## config.mk

```make
export PLATFORM = sky130hd
export DESIGN_NAME = std_cache_bypass_arbiter
export DESIGN_NICKNAME = d
export VERILOG_FILES = /design/src/rtl/std_cache_pkg.sv /design/src/rtl/std_cache_rr_pick.sv /design/src/rtl/std_cache_bypass_arbiter.sv
export SDC_FILE = /design/constraint.sdc
export NUM_CORES = 1
export LEC_CHECK = 0
export BUFFER_PORTS_ARGS = -buffer_cell sky130_fd_sc_hd__buf_2
export CAP_MARGIN = 20
export CORE_AREA = 5 5 341 343
export CTS_CLUSTER_DIAMETER = 40
export DETAILED_ROUTE_END_ITERATION = 8
export DIE_AREA = 0 0 346 348
export GPL_TIMING_DRIVEN = 0
export PLACE_DENSITY = 0.35
export SLEW_MARGIN = 20
export SYNTH_ARGS = -nofsm -noshare
export SYNTH_HDL_FRONTEND = slang
export SYNTH_SLANG_ARGS = --single-unit
```

## constraint.sdc

```tcl
create_clock -name clk_i -period 2.3 [get_ports clk_i]
set_clock_uncertainty 0.05 [all_clocks]
set_input_delay 0.46 -clock clk_i [delete_from_list [all_inputs] [get_ports clk_i]]
set_output_delay 0.46 -clock clk_i [all_outputs]
set_load 0.01 [all_outputs]
```

## src/rtl/std_cache_pkg.sv

```systemverilog
// Shared std cache types: bypass request/response channel and the bypass arbiter states.
package std_cache_pkg;

  typedef struct packed {
    logic        req;
    logic [3:0]  reqtype;
    logic [3:0]  acetype;
    logic [3:0]  amo;
    logic [3:0]  id;
    logic [63:0] addr;
    logic [63:0] wdata;
    logic        we;
    logic [7:0]  be;
    logic [1:0]  size;
  } bypass_req_t;

  typedef struct packed {
    logic        gnt;
    logic        valid;
    logic [63:0] rdata;
  } bypass_rsp_t;

  typedef enum logic [1:0] {BYP_IDLE, BYP_SEND, BYP_WAIT} bypass_arb_state_e;

endpackage

```

## src/rtl/std_cache_rr_pick.sv

```systemverilog
// Combinational round-robin picker: first requester at or above i_rr_ptr, wrapping at NR_PORTS.
module std_cache_rr_pick #(
  parameter int unsigned NR_PORTS = 3
) (
  input  logic [NR_PORTS-1:0]         i_req,
  input  logic [$clog2(NR_PORTS)-1:0] i_rr_ptr,
  output logic                        o_valid,
  output logic [$clog2(NR_PORTS)-1:0] o_idx
);

  localparam int unsigned IDX_W = $clog2(NR_PORTS);
  localparam int unsigned SUM_W = IDX_W + 1;

  logic [IDX_W-1:0]    w_cand [NR_PORTS];
  logic [NR_PORTS-1:0] w_hit;

  // w_cand[gi] is the port examined at search distance gi from the pointer.
  genvar gi;
  generate
    for (gi = 0; gi < NR_PORTS; gi++) begin : g_cand
      logic [SUM_W-1:0] w_sum;
      assign w_sum       = {1'b0, i_rr_ptr} + SUM_W'(gi);
      assign w_cand[gi]  = (w_sum >= SUM_W'(NR_PORTS)) ? IDX_W'(w_sum - SUM_W'(NR_PORTS))
                                                       : w_sum[IDX_W-1:0];
      assign w_hit[gi]   = i_req[w_cand[gi]];
    end
  endgenerate

  always_comb begin
    o_valid = 1'b0;
    o_idx   = '0;
    for (int k = NR_PORTS - 1; k >= 0; k--) begin
      if (w_hit[k]) begin
        o_valid = 1'b1;
        o_idx   = w_cand[k];
      end
    end
  end

endmodule

```

## src/rtl/std_cache_bypass_arbiter.sv

```systemverilog
// Round-robin arbiter of uncached bypass requests onto one bypass channel, one transaction in flight.
// Optional per-port stall counters are built when STD_CACHE_BYPASS_ARB_STATS_EN is defined.
module std_cache_bypass_arbiter
  import std_cache_pkg::*;
#(
  parameter int unsigned NR_PORTS = 3
) (
  input  logic        clk_i,
  input  logic        rst_i,
  input  bypass_req_t req_i [NR_PORTS],
  output bypass_rsp_t rsp_o [NR_PORTS],
  output bypass_req_t out_req_o,
  input  bypass_rsp_t out_rsp_i,
  output logic        busy_o
`ifdef STD_CACHE_BYPASS_ARB_STATS_EN
  ,
  output logic [31:0] stall_cnt_o [NR_PORTS]
`endif
);

  localparam int unsigned IDX_W = $clog2(NR_PORTS);

  bypass_arb_state_e r_state, w_state_next;
  logic [IDX_W-1:0]  r_rr_ptr, w_rr_ptr_next;
  logic [IDX_W-1:0]  r_owner, w_owner_next;
  bypass_req_t       r_req_q, w_req_q_next;

  logic [NR_PORTS-1:0] w_req_vec;
  logic                w_pick_valid;
  logic [IDX_W-1:0]    w_pick_idx;

  genvar gi;
  generate
    for (gi = 0; gi < NR_PORTS; gi++) begin : g_req_vec
      assign w_req_vec[gi] = req_i[gi].req;
    end
  endgenerate

  std_cache_rr_pick #(
    .NR_PORTS (NR_PORTS)
  ) u_rr_pick (
    .i_req    (w_req_vec),
    .i_rr_ptr (r_rr_ptr),
    .o_valid  (w_pick_valid),
    .o_idx    (w_pick_idx)
  );

  always_ff @(posedge clk_i) begin
    if (rst_i) begin
      r_state  <= BYP_IDLE;
      r_rr_ptr <= '0;
      r_owner  <= '0;
      r_req_q  <= '0;
    end else begin
      r_state  <= w_state_next;
      r_rr_ptr <= w_rr_ptr_next;
      r_owner  <= w_owner_next;
      r_req_q  <= w_req_q_next;
    end
  end

  always_comb begin
    w_state_next  = r_state;
    w_rr_ptr_next = r_rr_ptr;
    w_owner_next  = r_owner;
    w_req_q_next  = r_req_q;
    out_req_o     = '0;
    for (int k = 0; k < NR_PORTS; k++) begin
      rsp_o[k] = '0;
    end

    unique case (r_state)
      BYP_IDLE: begin
        // Grant is suppressed under reset so nothing is acknowledged that will not be captured.
        if (w_pick_valid && !rst_i) begin
          rsp_o[w_pick_idx].gnt = 1'b1;
          w_req_q_next          = req_i[w_pick_idx];
          w_req_q_next.req      = 1'b1;
          w_owner_next          = w_pick_idx;
          w_rr_ptr_next         = (w_pick_idx == IDX_W'(NR_PORTS - 1)) ? '0
                                                                        : w_pick_idx + IDX_W'(1);
          w_state_next          = BYP_SEND;
        end
      end

      BYP_SEND: begin
        out_req_o     = r_req_q;
        out_req_o.req = 1'b1;
        if (out_rsp_i.gnt) begin
          if (out_rsp_i.valid) begin
            rsp_o[r_owner].valid = 1'b1;
            rsp_o[r_owner].rdata = out_rsp_i.rdata;
            w_state_next         = BYP_IDLE;
          end else begin
            w_state_next = BYP_WAIT;
          end
        end
      end

      BYP_WAIT: begin
        out_req_o     = r_req_q;
        out_req_o.req = 1'b0;
        if (out_rsp_i.valid) begin
          rsp_o[r_owner].valid = 1'b1;
          rsp_o[r_owner].rdata = out_rsp_i.rdata;
          w_state_next         = BYP_IDLE;
        end
      end

      default: begin
        w_state_next = BYP_IDLE;
      end
    endcase
  end

  assign busy_o = (r_state != BYP_IDLE);

`ifdef STD_CACHE_BYPASS_ARB_STATS_EN
  generate
    for (gi = 0; gi < NR_PORTS; gi++) begin : g_stall_cnt
      logic [31:0] r_cnt;
      always_ff @(posedge clk_i) begin
        if (rst_i) begin
          r_cnt <= '0;
        end else if (req_i[gi].req && !rsp_o[gi].gnt && (r_cnt != '1)) begin
          r_cnt <= r_cnt + 32'd1;
        end
      end
      assign stall_cnt_o[gi] = r_cnt;
    end
  endgenerate
`endif

`ifndef SYNTHESIS
  // A response is only legal while a transaction is actually waiting for it.
  a_no_stray_valid: assert property (@(posedge clk_i) disable iff (rst_i)
    out_rsp_i.valid |-> ((r_state == BYP_WAIT) || ((r_state == BYP_SEND) && out_rsp_i.gnt)));
`endif

endmodule

```

==> results of run 1 <==
==> worst reg2reg max path, delay by kind of cell, from the launching register on <==
family / cells / cell delay [ns]
AOI/OAI and AO/OA: 4 / 0.90
adders and majority gates: 1 / 0.17
buffers and inverters: 5 / 1.34
DFF: 1 / 0.38
==> worst min path at each step <==
stage | from | endpoint | slack (ns)
floorplan | r_req_q[0] | r_req_q[0] | 0.37
global placement | r_req_q[97] | r_req_q[97] | 0.39
detailed placement | r_req_q[121] | r_req_q[121] | 0.39
CTS | req_i[129] | r_req_q[129] | 0.11
global route | req_i[129] | r_req_q[129] | 0.14
finish | req_i[129] | r_req_q[129] | 0.18
==> per-layer routing <==
metal	GRT usage, %	wire length [µm]	vias up
met5	0	103	-
met4	3.199	1350	16
met3	4.751	7213	59
met2	26.61	47170	623
met1	19.99	43360	7250
li1	-	-	7061
==> logic make-up (layout without fill, tap and decap cells) <==
kind of cell             after synthesis  after routing
AND/OR/NAND/NOR                      529            529
AO/OA/AOI/OAI                        496            496
buffers and inverters                174           1179
flip-flops                           161            161
adder cells (fa/ha/maj)                7              7
multiplexers                           3              3
other                                  0             16
==> per-stage QoR <==
stage | setup TNS [ns] | power (mW) | hold WS [ns] | area (µm²)
2_1_floorplan | -1.941 | 8.392 | 0.3742 | 12330
3_3_place_gp | -427.84 | 11.50 | 0.3887 | 18670
3_5_place_dp | -340.70 | 11.43 | 0.3894 | 18680
4_1_cts | -289.93 | 16.54 | 0.1132 | 22030
5_1_grt | -314.59 | 17.26 | 0.1414 | 22600
6_report | -252.89 | 16.25 | 0.1770 | 22630
==> sequential cells by signal, indices dropped and copies added, names as in the netlist <==
signal / cells
r_state: 2
r_req_q: 155
r_owner: 2
r_rr_ptr: 2
==> cell type report <==
cell class	instances	share of cell area, %
Antenna cell	16	0.1769
Buffer	160	8.043
Clock buffer	23	2.156
Clock inverter	9	0.4256
Inverter	12	0.2322
Multi-Input combinational cell	1035	38.13
Sequential cell	161	14.31
Tap cell	1512	8.358
Timing Repair Buffer	975	28.18
==> synthesized netlist by cell type, types with 8 or more instances <==
cell,number
a21oi_1,10
a221oi_2,150
and2_1,502
buf_2,43
buf_4,19
buf_8,10
clkbuf_1,74
dfxtp_1,161
inv_1,12
nand2_1,8
o21ai_0,65
o21ai_1,91
o2bb2ai_1,155
==> cell usage in the layout (no fill, tap or decap), drive strengths merged, types with 3 or more instances in the layout <==
master / count
clkinv: 3
buf: 1059
o21ai: 156
diode: 16
o2bb2ai: 155
nor3: 3
and2: 502
clkbuf: 98
ha: 7
nand2b: 7
dfxtp: 161
clkinvlp: 3
inv: 14
o211ai: 4
a21oi: 10
nand2: 8
a221oi: 156
==> power groups by stage <==
| stage | registers (mW) | clock network [mW] | logic, mW |
|---|---|---|---|
| 3_5_place_dp | 4.18 | 0 | 7.24 |
| 4_1_cts | 4.18 | 3.37 | 9.00 |
| 5_1_grt | 4.28 | 3.39 | 9.59 |
| 2_1_floorplan | 4.02 | 0 | 4.38 |
| 6_report | 4.19 | 3.17 | 8.89 |
| 3_3_place_gp | 4.22 | 0 | 7.28 |
==> repair_timing <==
action	CTS	global route
pin swaps	114	17
endpoints found under the hold margin	0	0
resized for setup	464	154
cloned	24	1
endpoints found under the setup margin	512	512
buffers inserted	53	9
hold buffers	0	0
==> qor.yml, run 1 <==
yosys.area_share.simple_pct: 26.75
insertion_delay_ns: 0.50
detail-route-antenna-nets: 0
dieArea_um2: 120400
numCtsBuffers: 17
synth_top_area_cell: "dfxtp_1"
core_um2: 113300
combPwrFrac_pct: 54.7
fill_cells: 12862
final_net_count: 2905
drt-pass1-iter-count: 4
cp.required_ns: 1.79
place_hpwl_um: 78180
multiInputGateArea_um2: 8630
initial_core_util_pct: 10.84
async_flop_share_pct: 0
pre_cts_slack_ns: -1.332
crit_cells: 10
slowest_delay_ns: 0.41
reg2regPathDepth: 10
reg2reg_from: "r_rr_ptr[1]"
grt_max_degree: 17
endpoint: "rsp_o[18]"
cts_sinks: 161
gp_congestion: 0.8807
status: "finished with violations"
path_clk_slew_ns: 0.09
area_growth_pct: 84.33
synth-edff-count: 0
p_leak_nw: 9.925
rsz0062_at_grt: "true"
layoutNonFillerInstCount: 3903
crit_top_cell: "clkbuf_16"
end_kind: "output pin"
synth-seq-cells: 161
synth_cells: 1370
crit_type: "reg2out"
regArea_um2: 3238
period_share_pct: 132.5
synth_top_family_by_area: "compound AO/OA/AOI/OAI gates"
portBuffers: 889
grt_pass1_wl_um: 134400
layout_setup_ws_ns: -0.7468
wire_per_inst_um: 25.42
utilization_pct: 19.98
max_freq_mhz: 328.2
ios: 891
power_frac_seq_pct: 25.8
worstPathArrival_ns: 2.54
setup_viol: 510
yosysTopAreaCellShare_pct: 26.25
holdPathStages: 3
drive_above_1_share_pct: 60.80
crit_start: "r_state[1]"
ys_top_cells_by_area: "dfxtp_1 26%, and2_1 26%, a221oi_2 18%"
cts_root_buf: "clkbuf_16"
cts_tree: "done"
synth_seq_area_share_pct: 26.25
clkPwrFrac_pct: 19.5
post-place-cells: 3771
tightest_slew_ns: 0.6473
rows: 124
synth-xor-area-share_pct: 0
final-hold-violation-count: 0
crit_slowest_cell: "or3b_4"
synth_compound_area_share_pct: 38.05
finalCriticalPeriod_ns: 3.047
slew_headroom_pct: 56.84
hold_path_class: "in2reg"
overflow: 0
switching_share_pct: 42.68
syn_avg_cell_area_um2: 8.963
syn_nets: 1913
path_buf_inv: 5
r2r_end: "r_req_q[12]"
vias: 15009
crit_chain: "inv_4 -> ha_4 -> a21oi_2 -> or3b_4 -> nor3b_4 -> buf_12 -> clkbuf_16 -> clkbuf_16 -> and2_4 -> buf_6"
startpoint_type: "flip-flop"
die_h_um: 348
antenna_found_initial: 36
gr-usage-all-layers_pct: 15.77
h-tree-depth: 4
drt_iter0_markers: 607
violations: "setup timing"
syn_area_um2: 12280
drv_slew: 0
die_w_um: 346
yosys.area_share.adder_pct: 0.7133
drc_errors: 0
p_int_mw: 9.314
cap_violations: 0
grt_pass1_vias: 16204
yosysUniqueCellTypes: 46
vdd_drop_max_uv: 450.2
finalWirelength_um: 99200
ff2ff_setup_slack_ns: -0.59
clock_path_buffers: 2
yosys_warnings: 0
vias_per_cell: 3.846
worst-path-max-fanout: 5
powerDensity_nw_per_um2: 718.0
ys.flop_type: "dfxtp_1"
synth_mux_area_share_pct: 0.2547
p_sw_mw: 6.937
path_delay_family: "simple AND/OR/NAND/NOR gates"
Note: power is estimated with default switching activity, not from simulation.
==> run 2: changes to the inputs <==
--- a/config.mk
+++ b/config.mk
@@ -12,6 +12,7 @@
 export DETAILED_ROUTE_END_ITERATION = 8
 export DIE_AREA = 0 0 346 348
 export GPL_TIMING_DRIVEN = 0
+export MAX_ROUTING_LAYER = met4
 export PLACE_DENSITY = 0.35
 export SLEW_MARGIN = 20
 export SYNTH_ARGS = -nofsm -noshare
==> run 2 against run 1 <==
The run still ends with setup timing left. First-iteration DRC count up 11%. Sequential share of layout area is 1.3 points lower. Clock power up 3%. Setup slack improved by 0.013 ns. Fmax grew 0.42%. Sequential power rose by 1%. Total power grew 11%. Global-route usage grew 0.65 points. Via count increased by 2.3%. Cell area grew 10%. Critical path type unchanged. Critical endpoint is now rsp_o[100]. Largest power group unchanged.
==> qor.yml, run 2 (synthesized netlist as in run 1, its figures left out) <==
hp-start: "req_i[113]"
insertion_delay_ns: 0.53  # +0.03 ns
end_kind: "output pin"
rsz0062_at_grt: "true"
grt_max_degree: 17  # unchanged
slowest_delay_ns: 0.42  # about the same
h-tree-depth: 4  # unchanged
crit_type: "reg2out"
crit_chain: "inv_4 -> ha_4 -> a21oi_2 -> or3b_4 -> nor3b_4 -> buf_6 -> clkbuf_16 -> clkbuf_16 -> and2_1 -> buf_2"
drv_slew: 0  # unchanged
worst-path-max-fanout: 10  # +5
cp.required_ns: 1.79  # about the same
clock_path_buffers: 2  # unchanged
initial_core_util_pct: 10.84  # unchanged
drt-pass1-iter-count: 4  # unchanged
cap_violations: 0  # unchanged
drive_above_1_share_pct: 67.22  # +6.4 points
vias_per_cell: 3.891  # +1.2%
die_h_um: 348  # unchanged
cts_sinks: 161  # unchanged
status: "finished with violations"
wire_per_inst_um: 25.98  # +2.2%
final_common_cell: "buf_2"
reg2regPathDepth: 15  # +5
cts_root_buf: "clkbuf_16"
drt_iter0_markers: 673  # +11%
ios: 891  # unchanged
cts_tree: "done"
core_um2: 113300  # unchanged
holdWs_ns: 0.1489  # -0.02802 ns
worstPathArrival_ns: 2.52  # -0.02 ns
die_w_um: 346  # unchanged
crit_top_cell: "clkbuf_16"
rows: 124  # unchanged
grt_pass1_vias: 16195  # -0.056%
gr-usage-all-layers_pct: 16.42  # +0.65 points
p_leak_nw: 10.71  # +7.9%
finalWirelength_um: 102500  # +3.4%
tightest_slew_ns: 0.6995  # +0.05219 ns
layout_setup_ws_ns: -0.7342  # +0.01260 ns
path_clk_slew_ns: 0.07  # -0.02 ns
fill_cells: 12626  # -1.8%
place_hpwl_um: 78900  # +0.91%
setup_viol: 512  # +0.39%
portBuffers: 889  # unchanged
gp_congestion: 0.8979  # +2.0%
detail-route-antenna-nets: 0  # unchanged
hold_end: "r_req_q[113]"
largest-register: "r_req_q"
power_mw: 18.02  # +11%
most-common-layout-cells: "679 x buf_2, 282 x and2_1, 252 x buf_6, 220 x and2_4, 157 x dfxtp_1"
pre_cts_slack_ns: -1.386  # -0.05363 ns
vdd_drop_max_uv: 643.9  # +43%
ctsHoldBuffers: 0  # unchanged
startpoint_type: "flip-flop"
holdPathStages: 3  # unchanged
largest_reg_flops: 155  # unchanged
drc_errors: 0  # unchanged
powerDensity_nw_per_um2: 722.9  # +0.68%
fin_area_um2: 24930  # +10%
final-hold-violation-count: 0  # unchanged
crit_slowest_cell: "or3b_4"
r2r_end: "r_req_q[15]"
reg2reg_from: "r_rr_ptr[0]"
max_freq_mhz: 329.6  # +0.42%
dieArea_um2: 120400  # unchanged
grt_pass1_wl_um: 134200  # -0.18%
vias: 15356  # +2.3%
overflow: 0  # unchanged
final_net_count: 2942  # +1.3%
finalCriticalPeriod_ns: 3.034  # -0.01260 ns
ff2ff_setup_slack_ns: -0.39  # +0.20 ns
antenna_found_initial: 36  # unchanged
period_share_pct: 131.9  # -0.55 points
violations: "setup timing"
area_growth_pct: 103.1
slew_headroom_pct: 53.36  # -3.5 points
numCtsBuffers: 17  # unchanged
hold_path_class: "in2reg"
placed_area_um2: 18680  # unchanged
[run 2: cell types whose count changed in the layout (fill, tap and decap cells not counted), moves of 9 or more]
cell / previous run / this run
a221oi_2: 145 / 130
a221oi_4: 5 / 20
and2_1: 390 / 282
and2_4: 112 / 220
buf_12: 21 / 36
buf_2: 794 / 679
buf_6: 140 / 252
buf_8: 28 / 46
clkbuf_16: 43 / 63
diode_2: 16 / 25
o21ai_0: 64 / 53
o21ai_2: 0 / 12
[run 2: critical path, delay by kind of cell (launching register included)]
family / cells / cell delay (ns)
AOI/OAI and AO/OA: 1 / 0.03
adders and majority gates: 1 / 0.14
buffers and inverters: 5 / 0.68
DFF: 1 / 0.38
and+or+nand+nor: 3 / 0.74
[run 2: through the flow]
step / instances / util [%] / TNS (ns)
floorplan: 1370 / - / -1.941
global placement: 3771 / 16.49 / -434.96
detailed placement: 3771 / 16.49 / -343.20
CTS: 3898 / 20.02 / -301.41
global route: 3944 / 22.01 / -302.66
finish: 3947 / 22.02 / -242.68
[run 2: power by group]
part | leakage, nW | internal, mW | switching (mW)
clock network | 0.289 | 1.78 | 1.49
logic | 9.08 | 5.18 | 5.35
registers | 1.33 | 3.69 | 0.539
[run 2: worst max-delay path by stage]
| stage | start | endpoint |
|---|---|---|
| 2_1_floorplan | r_state[0] | rsp_o[132] |
| 3_3_place_gp | r_rr_ptr[0] | r_req_q[151] |
| 3_5_place_dp | r_rr_ptr[0] | r_req_q[141] |
| 4_1_cts | r_state[1] | rsp_o[4] |
| 5_1_grt | r_state[1] | rsp_o[100] |
| 6_report | r_state[0] | rsp_o[100] |
[run 2: per-layer routing]
layer / wire [µm] / global-route usage (%) / vias up
met3: 7234 / 5.198 / 87
met4: 2907 / 5.663 / 0
met1: 44990 / 20.19 / 7457
li1: - / - / 7141
met5: 0 / - / -
met2: 47410 / 25.48 / 671
[run 2: area by class of cell]
class | count | area (µm²) | area share, %
clock inverters | 8 | 127.6 | 0.5118
inverters | 12 | 50.05 | 0.2007
well taps | 1512 | 1892 | 7.587
multi-input cells | 1035 | 9253 | 37.11
repair buffers | 1017 | 7828 | 31.39
clock buffers | 22 | 474.2 | 1.902
plain buffers | 155 | 2012 | 8.069
flip-flops and latches | 161 | 3236 | 12.98
diodes | 25 | 62.56 | 0.2509
[run 2: repair_timing]
action | 4_1_cts | 5_1_grt
pin swaps | 110 | 107
gates cloned | 32 | 18
resized for setup | 553 | 521
hold endpoints to repair | 0 | 0
buffers inserted | 67 | 20
setup endpoints to repair | 512 | 512
==> run 3: changes to the inputs <==
--- a/config.mk
+++ b/config.mk
@@ -7,13 +7,13 @@
 export LEC_CHECK = 0
 export BUFFER_PORTS_ARGS = -buffer_cell sky130_fd_sc_hd__buf_2
 export CAP_MARGIN = 20
-export CORE_AREA = 5 5 341 343
+export CORE_AREA = 2 2 349 351
 export CTS_CLUSTER_DIAMETER = 40
 export DETAILED_ROUTE_END_ITERATION = 8
-export DIE_AREA = 0 0 346 348
+export DIE_AREA = 0 0 351 353
 export GPL_TIMING_DRIVEN = 0
 export MAX_ROUTING_LAYER = met4
-export PLACE_DENSITY = 0.35
+export PLACE_DENSITY = 0.33
 export SLEW_MARGIN = 20
 export SYNTH_ARGS = -nofsm -noshare
 export SYNTH_HDL_FRONTEND = slang
==> constraint.sdc (replaced) <==
create_clock -name clk_i -period 3.9 [get_ports clk_i]
set_clock_uncertainty 0.05 [all_clocks]
set_input_delay 0.78 -clock clk_i [delete_from_list [all_inputs] [get_ports clk_i]]
set_output_delay 0.78 -clock clk_i [all_outputs]
set_load 0.01 [all_outputs]
==> run 3 against run 2 <==
The run now ends clean. Combinational power fell by 60%. Clock power shrank 41%. Via count is 4.0% lower. Cell area shrank 22%. Clock-buffer cell count decreased by 4. Die area up 2.9%. Critical path type unchanged. Highest routed layer unchanged.
==> qor.yml, run 3 (synthesized netlist as in run 1, its figures left out) <==
status: "finished, final reports clean"
drive_above_1_share_pct: 52.23  # -15 points
largest-register: "r_req_q"
final_common_cell: "buf_2"
powerDensity_nw_per_um2: 436.6  # -40%
vdd_drop_max_uv: 398.4  # -38%
max_freq_mhz: 267.9
p_sw_mw: 3.774  # -49%
overflow: 0  # unchanged
fill_cells: 13937  # +10%
period_share_pct: 95.70
placed_area_um2: 18770  # +0.48%
cp.required_ns: 3.07  # +1.28 ns
gp_congestion: 0.8842  # -1.5%
most-common-layout-cells: "932 x buf_2, 502 x and2_1, 161 x dfxtp_1, 155 x o2bb2ai_1, 150 x a221oi_2"
largest_reg_flops: 155  # unchanged
drt-pass1-iter-count: 5  # +1
path_clk_slew_ns: 0.10  # +0.03 ns
rows: 128  # +3.2%
p_leak_nw: 8.746  # -18%
vias_per_cell: 3.737  # -4.0%
ios: 891  # unchanged
final_net_count: 2820  # -4.1%
p_int_mw: 4.763  # -55%
power_frac_seq_pct: 28.6  # +5.1 points
wire_per_inst_um: 23.77  # -8.5%
ctsHoldBuffers: 0  # unchanged
drc_errors: 0  # unchanged
dieArea_um2: 123900  # +2.9%
hold_path_class: "reg2reg"
switching_share_pct: 44.20  # +3.3 points
drv_slew: 0  # unchanged
startpoint_type: "flip-flop"
die_w_um: 351  # +1.4%
grt_pass1_vias: 15021  # -7.2%
antenna_found_initial: 49  # +36%
h-tree-depth: 4  # unchanged
cts_sinks: 161  # unchanged
slew_headroom_pct: 40.77  # -13 points
insertion_delay_ns: 0.54  # about the same
vias: 14749  # -4.0%
tightest_slew_ns: 0.8826  # +0.1830 ns
end_kind: "output pin"
clkPwrFrac_pct: 22.6  # +4.5 points
cts_root_buf: "clkbuf_16"
grt_max_degree: 20  # +3
utilization_pct: 16.22  # -5.8 points
numCtsBuffers: 17  # unchanged
die_h_um: 353  # +1.4%
worstPathArrival_ns: 2.90  # +0.38 ns
gr-usage-all-layers_pct: 14.99  # -1.4 points
finalCriticalPeriod_ns: 3.732
holdWs_ns: 0.4045  # +0.2556 ns
place_hpwl_um: 78870  # about the same
setup_viol: 0  # -100%
fin_area_um2: 19560  # -22%
cap_violations: 0  # unchanged
clock_path_buffers: 2  # unchanged
grt_pass1_wl_um: 124000  # -7.6%
area_growth_pct: 59.25
cts_tree: "done"
rsz0062_at_grt: "false"
combPwrFrac_pct: 48.7  # -9.7 points
portBuffers: 889  # unchanged
core_um2: 120600  # +6.5%
final-hold-violation-count: 0  # unchanged
detail-route-antenna-nets: 0  # unchanged
worst-path-max-fanout: 10  # unchanged
finalWirelength_um: 93830  # -8.5%
drt_iter0_markers: 831  # +23%
cts_setup_buffers: 0  # -100%
crit_type: "reg2out"
initial_core_util_pct: 10.18  # -0.66 points
==> run 3: worst paths after layout <==
check	start	to	slack [ns]	depth (start not counted)
hold / removal	r_req_q[153]	r_req_q[153]	0.40	1
hold reg to reg	r_req_q[153]	r_req_q[153]	0.40	1
setup / recovery	r_state[1]	rsp_o[134]	0.17	9
setup reg to reg	r_rr_ptr[0]	r_req_q[123]	0.61	10
==> run 3: area by class of cell <==
type,count,area (µm²),area share [%]
clock buffer,18,439.2,2.246
timing repair buffer,889,4452,22.77
buffer,161,1017,5.202
multi-input combinational,1035,8103,41.44
inverter,12,45.04,0.2303
sequential,161,3223,16.48
tap,1625,2033,10.40
antenna,32,80.08,0.4095
clock inverter,14,162.7,0.8318
==> run 3: worst max-delay path, cell delays in order, from the launching register on <==
cell and delay, ns:
dfxtp_1 0.34, inv_1 0.10, ha_2 0.23, a21oi_1 0.08, or3b_4 0.42, nor3_1 0.23, clkbuf_8 0.27, clkbuf_2 0.28
and2_1 0.23, buf_2 0.16
==> run 3: repair_timing <==
action,4_1_cts,5_1_grt
endpoints found under the setup margin,203,50
pin swaps,1,2
gates resized for setup,35,18
==> run 3: layer usage <==
metal | vias to the layer above | share of wire [%] | track usage (%)
li1 | 6895 | - | -
met1 | 7084 | 44 | 18.04
met2 | 713 | 46 | 23.28
met3 | 57 | 8.9 | 5.552
met4 | 0 | 1.4 | 4.137
met5 | - | 0 | -
==> run 3: stage by stage <==
step	setup TNS (ns)	power [mW]	setup WS, ns	std cells
after floorplan	0	4.935	1.033	1370
after global placement	-5.805	6.734	-0.5568	3884
after detailed placement	-2.225	6.700	-0.1312	3884
after CTS	0	8.741	0.0003162	3915
after global routing	0	9.100	0.01258	3941
final	0	8.537	0.1677	3947
==> run 3: power by group through the flow <==
stage	Clock, mW	Sequential (mW)	Combinational [mW]
after floorplan	0	2.37	2.57
after global placement	0	2.47	4.26
after detailed placement	0	2.47	4.23
after CTS	2.04	2.44	4.25
after global routing	2.06	2.51	4.53
final	1.93	2.44	4.16
